<file path="config.mk">
export PLATFORM = sky130hd
export DESIGN_NAME = gp_control_unit
export DESIGN_NICKNAME = d
export VERILOG_FILES = /design/src/rtl/gp_ctrl_pkg.sv /design/src/rtl/key_edge_detect.sv /design/src/rtl/gp_control_unit.sv
export SDC_FILE = /design/constraint.sdc
export NUM_CORES = 1
export LEC_CHECK = 0
export BUFFER_PORTS_ARGS = -buffer_cell sky130_fd_sc_hd__buf_2
export CELL_PAD_IN_SITES_DETAIL_PLACEMENT = 1
export CELL_PAD_IN_SITES_GLOBAL_PLACEMENT = 1
export CORE_MARGIN = 5
export CORE_UTILIZATION = 29
export DETAILED_ROUTE_END_ITERATION = 6
export HOLD_SLACK_MARGIN = 0.02
export PLACE_DENSITY = 0.84
export SYNTH_ARGS = -nofsm -noshare
export SYNTH_HDL_FRONTEND = slang
export SYNTH_HIERARCHICAL = 1
export SYNTH_SLANG_ARGS = --single-unit
</file>
<file path="constraint.sdc">
create_clock -name clock -period 1.3 [get_ports clock]
set_input_delay 0 -clock clock [delete_from_list [all_inputs] [get_ports clock]]
set_output_delay 0 -clock clock [all_outputs]
set_load 0.01 [all_outputs]
</file>
<file path="src/rtl/gp_ctrl_pkg.sv">
// gp_ctrl_pkg: shared opcode, state and A-source encodings for the control unit
package gp_ctrl_pkg;

    localparam logic [2:0] OP_LOAD  = 3'b000;
    localparam logic [2:0] OP_STORE = 3'b001;
    localparam logic [2:0] OP_ADD   = 3'b010;
    localparam logic [2:0] OP_SUB   = 3'b011;
    localparam logic [2:0] OP_INPUT = 3'b100;
    localparam logic [2:0] OP_JZ    = 3'b101;
    localparam logic [2:0] OP_JPOS  = 3'b110;
    localparam logic [2:0] OP_HALT  = 3'b111;

    localparam logic [1:0] ASEL_ALU = 2'b00;
    localparam logic [1:0] ASEL_IN  = 2'b01;
    localparam logic [1:0] ASEL_RAM = 2'b10;

    // Binary state codes double as the debug State output value
    typedef enum logic [3:0] {
        S_INIT   = 4'd0,
        S_FETCH  = 4'd1,
        S_DECODE = 4'd2,
        S_LOAD   = 4'd3,
        S_STORE  = 4'd4,
        S_ADD    = 4'd5,
        S_SUB    = 4'd6,
        S_INPUT  = 4'd7,
        S_JZ     = 4'd8,
        S_JPOS   = 4'd9,
        S_HALT   = 4'd10
    } state_t;

    // Map an opcode to the execute state that DECODE branches into
    function automatic state_t decode_op(input logic [2:0] op);
        case (op)
            OP_LOAD:  return S_LOAD;
            OP_STORE: return S_STORE;
            OP_ADD:   return S_ADD;
            OP_SUB:   return S_SUB;
            OP_INPUT: return S_INPUT;
            OP_JZ:    return S_JZ;
            OP_JPOS:  return S_JPOS;
            default:  return S_HALT;
        endcase
    endfunction

endpackage

</file>
<file path="src/rtl/key_edge_detect.sv">
// key_edge_detect: synchronises an asynchronous key and emits a one-cycle rising-edge pulse
module key_edge_detect #(
    parameter int SYNC_STAGES = 2
) (
    input  logic clock,
    input  logic Reset,
    input  logic key,
    output logic pulse
);

    logic [SYNC_STAGES-1:0] sync_q, sync_d;
    logic                   prev_q, prev_d;

    // Shift the key through the synchroniser and remember the last synchronised level
    always_comb begin
        sync_d = {sync_q[SYNC_STAGES-2:0], key};
        prev_d = sync_q[SYNC_STAGES-1];
    end

    // Synchroniser and edge flops, cleared asynchronously by the system reset
    always_ff @(posedge clock or negedge Reset) begin
        if (!Reset) begin
            sync_q <= '0;
            prev_q <= 1'b0;
        end else begin
            sync_q <= sync_d;
            prev_q <= prev_d;
        end
    end

    assign pulse = sync_q[SYNC_STAGES-1] & ~prev_q;

endmodule

</file>
<file path="src/rtl/gp_control_unit.sv">
// gp_control_unit: fetch/decode/execute FSM driving the 8-bit datapath control lines
module gp_control_unit
    import gp_ctrl_pkg::*;
#(
    parameter int SYNC_STAGES = 2,
    parameter bit INPUT_WAIT  = 1'b1
) (
    input  logic       clock,
    input  logic       Reset,
    input  logic [2:0] IR,
    input  logic       Aeq0,
    input  logic       Apos,
    input  logic       Enter,
    output logic       PCload,
    output logic       JMPmux,
    output logic       IRload,
    output logic       Meminst,
    output logic       MemWr,
    output logic       Aload,
    output logic       Sub,
    output logic [1:0] Asel,
    output logic       Halted,
    output logic [3:0] State
);

    state_t state_q, state_d;
    logic   enter_pulse;
    logic   input_go;

    key_edge_detect #(
        .SYNC_STAGES(SYNC_STAGES)
    ) u_key (
        .clock(clock),
        .Reset(Reset),
        .key  (Enter),
        .pulse(enter_pulse)
    );

    // An edge arriving outside INPUT simply expires; only INPUT consumes it
    assign input_go = !INPUT_WAIT || enter_pulse;

    // Next-state and Moore control decode; JZ/JPOS PCload follows the stable status flag
    always_comb begin
        state_d = state_q;
        PCload  = 1'b0;
        JMPmux  = 1'b0;
        IRload  = 1'b0;
        Meminst = 1'b0;
        MemWr   = 1'b0;
        Aload   = 1'b0;
        Sub     = 1'b0;
        Asel    = ASEL_ALU;
        Halted  = 1'b0;
        case (state_q)
            S_INIT: state_d = S_FETCH;
            S_FETCH: begin
                IRload  = 1'b1;
                PCload  = 1'b1;
                state_d = S_DECODE;
            end
            S_DECODE: begin
                Meminst = 1'b1;
                state_d = decode_op(IR);
            end
            S_LOAD: begin
                Meminst = 1'b1;
                Asel    = ASEL_RAM;
                Aload   = 1'b1;
                state_d = S_FETCH;
            end
            S_STORE: begin
                Meminst = 1'b1;
                MemWr   = 1'b1;
                state_d = S_FETCH;
            end
            S_ADD: begin
                Meminst = 1'b1;
                Aload   = 1'b1;
                state_d = S_FETCH;
            end
            S_SUB: begin
                Meminst = 1'b1;
                Aload   = 1'b1;
                Sub     = 1'b1;
                state_d = S_FETCH;
            end
            S_INPUT: begin
                Asel    = ASEL_IN;
                Aload   = input_go;
                state_d = input_go ? S_FETCH : S_INPUT;
            end
            S_JZ: begin
                JMPmux  = 1'b1;
                Meminst = 1'b1;
                PCload  = Aeq0;
                state_d = S_FETCH;
            end
            S_JPOS: begin
                JMPmux  = 1'b1;
                Meminst = 1'b1;
                PCload  = Apos;
                state_d = S_FETCH;
            end
            S_HALT: Halted = 1'b1;
            default: state_d = S_INIT;
        endcase
    end

    // State register; reset forces INIT so every control drops at once
    always_ff @(posedge clock or negedge Reset) begin
        if (!Reset) state_q <= S_INIT;
        else        state_q <= state_d;
    end

    assign State = state_q;

endmodule
</file>
==> results of run 1 <==
## layer usage
layer	vias to the layer above	share of wire	track usage
met3	0	0.053	0.0612
met5	-	0	0
met2	16	0.56	0.261
met4	0	0	0.0404
met1	255	0.39	0.156
li1	257	-	-
## report_power, final
part	leakage (nW)	internal [mW]	switching [mW]
Combinational	0.303	0.724	0.692
Sequential	0.0856	0.270	0.0533
Clock	0.0177	0.113	0.0892
Total	0.407	1.11	0.834
## layout make-up
type / instances / share of cell area
clock buffers: 3 / 0.0265
clock inverters: 1 / 0.00589
inverters: 1 / 0.00736
multi-input cells: 37 / 0.401
flip-flops and latches: 7 / 0.206
well taps: 16 / 0.0236
repair buffers: 41 / 0.330
## placed cells by master (no fill, tap or decap), drive strengths merged, types with 3 or more instances in the layout
cell and instances:
nor3 8, o21ai 4, buf 39, dfrtp 7, o21a 3, clkbuf 3
## path summary, 6_finish.rpt
kind                            startpoint         endpoint  cells past startpoint
max reg2reg                       State[1]         State[0]                      5
max in group asynchronous            Reset         State[1]                      2
min reg2reg                u_key/sync_q[0]  u_key/sync_q[1]                      0
min in group clock                   IR[2]         State[3]                      3
min                                  Reset         State[3]                      2
max                               State[2]          Meminst                      4
## logic make-up (layout without fill, tap and decap cells)
family / Yosys count / in the layout / synth area share
AO/OA/AOI/OAI: 14 / 14 / 0.212
XOR/XNOR: 1 / 1 / 0.0201
buffers and inverters: 5 / 46 / 0.0544
flip-flops: 7 / 7 / 0.401
AND/OR/NAND/NOR: 22 / 22 / 0.312
## flip-flops by register name (all words and copies together) (netlist names)
signal and count:
State 4, u_key/sync_q 2, u_key/prev_q 1
## through the flow
stage	setup TNS, ps	hold slack [ps]
floorplan	0	-296
global placement	0	-165
detailed placement	0	-161
CTS	-70.2	100
global route	-526	106
finish	-23.9	111
## timing repair
action,4_1_cts,5_1_grt
pin swaps,2,5
gates cloned,1,1
setup buffers,8,2
hold endpoints to repair,8,0
setup endpoints to repair,8,9
hold buffers,2,0
resized for setup,19,14
==> impl_metrics.json, run 1 <==
{
  "status": "finished, violations left",
  "violations": "negative setup slack",
  "dp_hpwl_um": 1040,
  "finalHoldViolCount": 0,
  "grt_usage": 0.147,
  "cp_top_family": "flip-flops",
  "min_path_type": "in2async",
  "critPathSlowestCell": "dfrtp_1",
  "worstPathRequired_ps": 1300,
  "crit_chain": "buf_6, a21boi_2, a211oi_2, buf_2",
  "async_reset_ff_frac": 1.00,
  "synth.most_common_cell": "nor3_1",
  "clkSlewWorstSetupHoldPaths_ps": 60,
  "overflow": 0,
  "finalSetupViolations": 2,
  "tightestPinTransition_ps": 220,
  "start_util": 0.297,
  "io_pins": 22,
  "skew_ps": 4.60,
  "fin_ws_ps": -17.6,
  "worstSetupEndpointType": "primary output",
  "yosys_warnings": 6,
  "areaGrowthSynthToFinish_pct": 94.6,
  "synth.top_cells.by_count": "nor3_1, dfrtp_1, buf_2, o21ai_0, o21a_1",
  "numCtsBuffers": 3,
  "grt_pass1_wl_um": 2730,
  "final_util": 0.577,
  "powerDensity_nw_per_um2": 2280,
  "grt_max_degree": 13,
  "antenna_cells": 0,
  "place_ws_ps": 19.2,
  "wl_um": 1730,
  "synthCells": 49,
  "ant_nets": 0,
  "dp.cells": 88,
  "antenna_found_initial": 0,
  "cts_tree": "yes",
  "dpl_cell_area_sq_um": 587,
  "final_cells": 106,
  "routed_via_density": 4.98,
  "clk_latency_ps": 260,
  "crit_fanout": 6,
  "period_needed_ps": 1320,
  "synth-seq-cells": 7,
  "synth_area_leader_cell": "dfrtp_1",
  "netlist_area_sq_um": 437,
  "synth_cell_types": 22,
  "vias": 528,
  "slew_headroom": 0.852,
  "leakage_nw": 0.407,
  "critPathArrivalTime_ps": 1320,
  "place.gp.congestion": 0.718,
  "die_x_um": 48.8,
  "cts.sinks": 7,
  "drv_cap": 0,
  "design_area_sq_um": 850,
  "ir_drop_mv": 1.02,
  "synth_seq_area_share": 0.401,
  "r2r_slack_ps": 40,
  "syn-num-nets": 57,
  "root_buffer": "clkbuf_4",
  "placement_rows": 14,
  "synth_top_area_share": 0.401,
  "avgRoutedWirePerCell_um": 16.3,
  "drtIter0Drc": 0,
  "drc": 0,
  "portBuffers": 21,
  "fin_crit_sh": 1.01,
  "rsz0062_at_grt": "yes",
  "multi_input_area_sq_um": 340,
  "layout-drive-gt1-share": 0.689,
  "core-area_sq_um": 1470,
  "seq_area_sq_um": 175,
  "max_freq_mhz": 759,
  "maxSlewViolCount": 0,
  "die-area_sq_um": 2380,
  "critPathKind": "reg2out",
  "synth-edff-count": 0,
  "clockBufferDepth": 2,
  "grt_pass1_vias": 605,
  "synthTopCellsByArea": "dfrtp_1, nor3_1, o21a_1",
  "synth_top_flop_cell": "dfrtp_1",
  "nFillCells": 181,
  "critical_path.startpoint_type": "flop",
  "slowest_delay_ps": 400,
  "power_mw": 1.94,
  "die_h_um": 48.8,
  "synth.avg_cell_area_sq_um": 8.91,
  "htreeDepth": 1,
  "crit_buf_inv": 2,
  "nets": 99,
  "first_pass_iters": 1
}
Power figures use the tool's default switching activity.
==> run 2: changes to the inputs <==
--- a/config.mk
+++ b/config.mk
@@ -17,3 +17,4 @@
 export SYNTH_HDL_FRONTEND = slang
 export SYNTH_HIERARCHICAL = 1
 export SYNTH_SLANG_ARGS = --single-unit
+export TNS_END_PERCENT = 5
==> impl_metrics.json, run 2 (synthesis results as in run 1) <==
{
  "leakage_nw": 0.413,
  "critPathKind": "reg2out",
  "numCtsBuffers": 3,
  "placement_rows": 14,
  "finalSetupViolations": 3,
  "fin_ws_ps": -13.7,
  "clk_latency_ps": 250,
  "r2r-start": "State[2]",
  "layout_commonest_cell": "buf_2",
  "die_h_um": 48.8,
  "first_pass_iters": 2,
  "crit_fanout": 8,
  "clockBufferDepth": 2,
  "routed_via_density": 4.91,
  "power_frac_seq": 0.166,
  "netSwitchingPower_mw": 0.793,
  "layout-drive-gt1-share": 0.674,
  "htreeDepth": 1,
  "reg2reg_depth": 3,
  "place_ws_ps": 19.2,
  "skew_ps": 5.42,
  "core-area_sq_um": 1470,
  "rsz0062_at_grt": "yes",
  "drtIter0Drc": 3,
  "drv_cap": 0,
  "critPathArrivalTime_ps": 1310,
  "switching_share": 0.414,
  "areaGrowthSynthToFinish_pct": 95.4,
  "r2r-end": "State[2]",
  "internal-power_mw": 1.12,
  "vias": 530,
  "critical_path.startpoint_type": "flop",
  "violations": "negative setup slack",
  "final_cells": 108,
  "clkSlewWorstSetupHoldPaths_ps": 60,
  "worstPathRequired_ps": 1300,
  "dp.cells": 88,
  "grt_max_degree": 13,
  "critPathCapture": "Meminst",
  "avgRoutedWirePerCell_um": 14.9,
  "worstSetupEndpointType": "primary output",
  "nFillCells": 186,
  "drc": 0,
  "final_util": 0.580,
  "portBuffers": 21,
  "largest_reg_flops": 4,
  "antenna_found_initial": 0,
  "place.gp.congestion": 0.718,
  "grt_pass1_wl_um": 2670,
  "mostFrequentLayoutCells": "buf_2, buf_4, dfrtp_1",
  "ir_drop_mv": 1.06,
  "setup.worst_path.start": "State[0]",
  "r2r_slack_ps": 60,
  "powerDensity_nw_per_um2": 2250,
  "grt_usage": 0.143,
  "start_util": 0.297,
  "cts.sinks": 7,
  "wl_um": 1600,
  "io_pins": 22,
  "fin_crit_sh": 1.01,
  "die-area_sq_um": 2380,
  "antenna_cells": 0,
  "nets": 101,
  "root_buffer": "clkbuf_4",
  "finalHoldViolCount": 0,
  "period_needed_ps": 1310,
  "cts_tree": "yes",
  "p_comb_frac": 0.730,
  "overflow": 0,
  "ant_nets": 0,
  "clockPowerShare": 0.104,
  "die_x_um": 48.8,
  "tightestPinTransition_ps": 249,
  "min_path_type": "in2async",
  "power_mw": 1.92,
  "max_freq_mhz": 761,
  "tns_ps": -20.3,
  "maxSlewViolCount": 0,
  "dp_hpwl_um": 1040,
  "grt_pass1_vias": 596,
  "status": "finished, violations left",
  "slew_headroom": 0.833
}
## run 2: final cells by class
| cell class | count | area, sq um | area share |
|---|---|---|---|
| flip-flops and latches | 7 | 175 | 0.205 |
| clock inverters | 1 | 5.00 | 0.00587 |
| inverters | 1 | 6.26 | 0.00733 |
| multi-input cells | 37 | 330 | 0.387 |
| well taps | 16 | 20.0 | 0.0235 |
| repair buffers | 43 | 294 | 0.345 |
| clock buffers | 3 | 22.5 | 0.0264 |
## run 2: critical path, cell delays in order, from the launching register on
cell and delay, ps:
dfrtp_1 420, buf_6 160, nand2_4 80, a21boi_2 60, a211oi_2 190, buf_2 160
## run 2: timing repair
action,4_1_cts,5_1_grt
cloned,1,0
setup endpoints to repair,8,9
gates resized for setup,17,13
pin swaps,1,5
hold endpoints to repair,8,0
hold buffers,2,0
buffers inserted,6,7
## run 2: per-stage QoR
step	cell area [sq um]	hold slack [ps]
6_report	853	111
5_1_grt	853	106
4_1_cts	741	100
3_5_place_dp	587	-161
3_3_place_gp	587	-165
2_1_floorplan	437	-296
## run 2: power by group through the flow
stage,Clock [mW],Combinational [mW],Sequential (mW)
after floorplan,0,0.466,0.341
after global placement,0,0.809,0.303
after detailed placement,0,0.841,0.310
after CTS,0.205,1.09,0.317
after global routing,0.239,1.53,0.325
final,0.200,1.40,0.318
## run 2: how the worst min path moves through the flow
stage	startpoint	endpoint	slack [ps]	cells after the start
6_report	Reset	State[3]	110	2
5_1_grt	Reset	State[3]	110	2
4_1_cts	Reset	u_key/sync_q[0]	100	2
3_5_place_dp	Reset	u_key/sync_q[0]	-160	1
3_3_place_gp	Reset	u_key/sync_q[0]	-170	1
2_1_floorplan	Reset	State[0]	-300	0
## run 2: per-layer routing
| layer | vias to the layer above | global-route usage | routed length (um) |
|---|---|---|---|
| li1 | 263 | - | - |
| met1 | 251 | 0.156 | 672 |
| met2 | 16 | 0.248 | 840 |
| met3 | 0 | 0.0612 | 91 |
| met4 | 0 | 0.0404 | 0 |
| met5 | - | 0 | 0 |
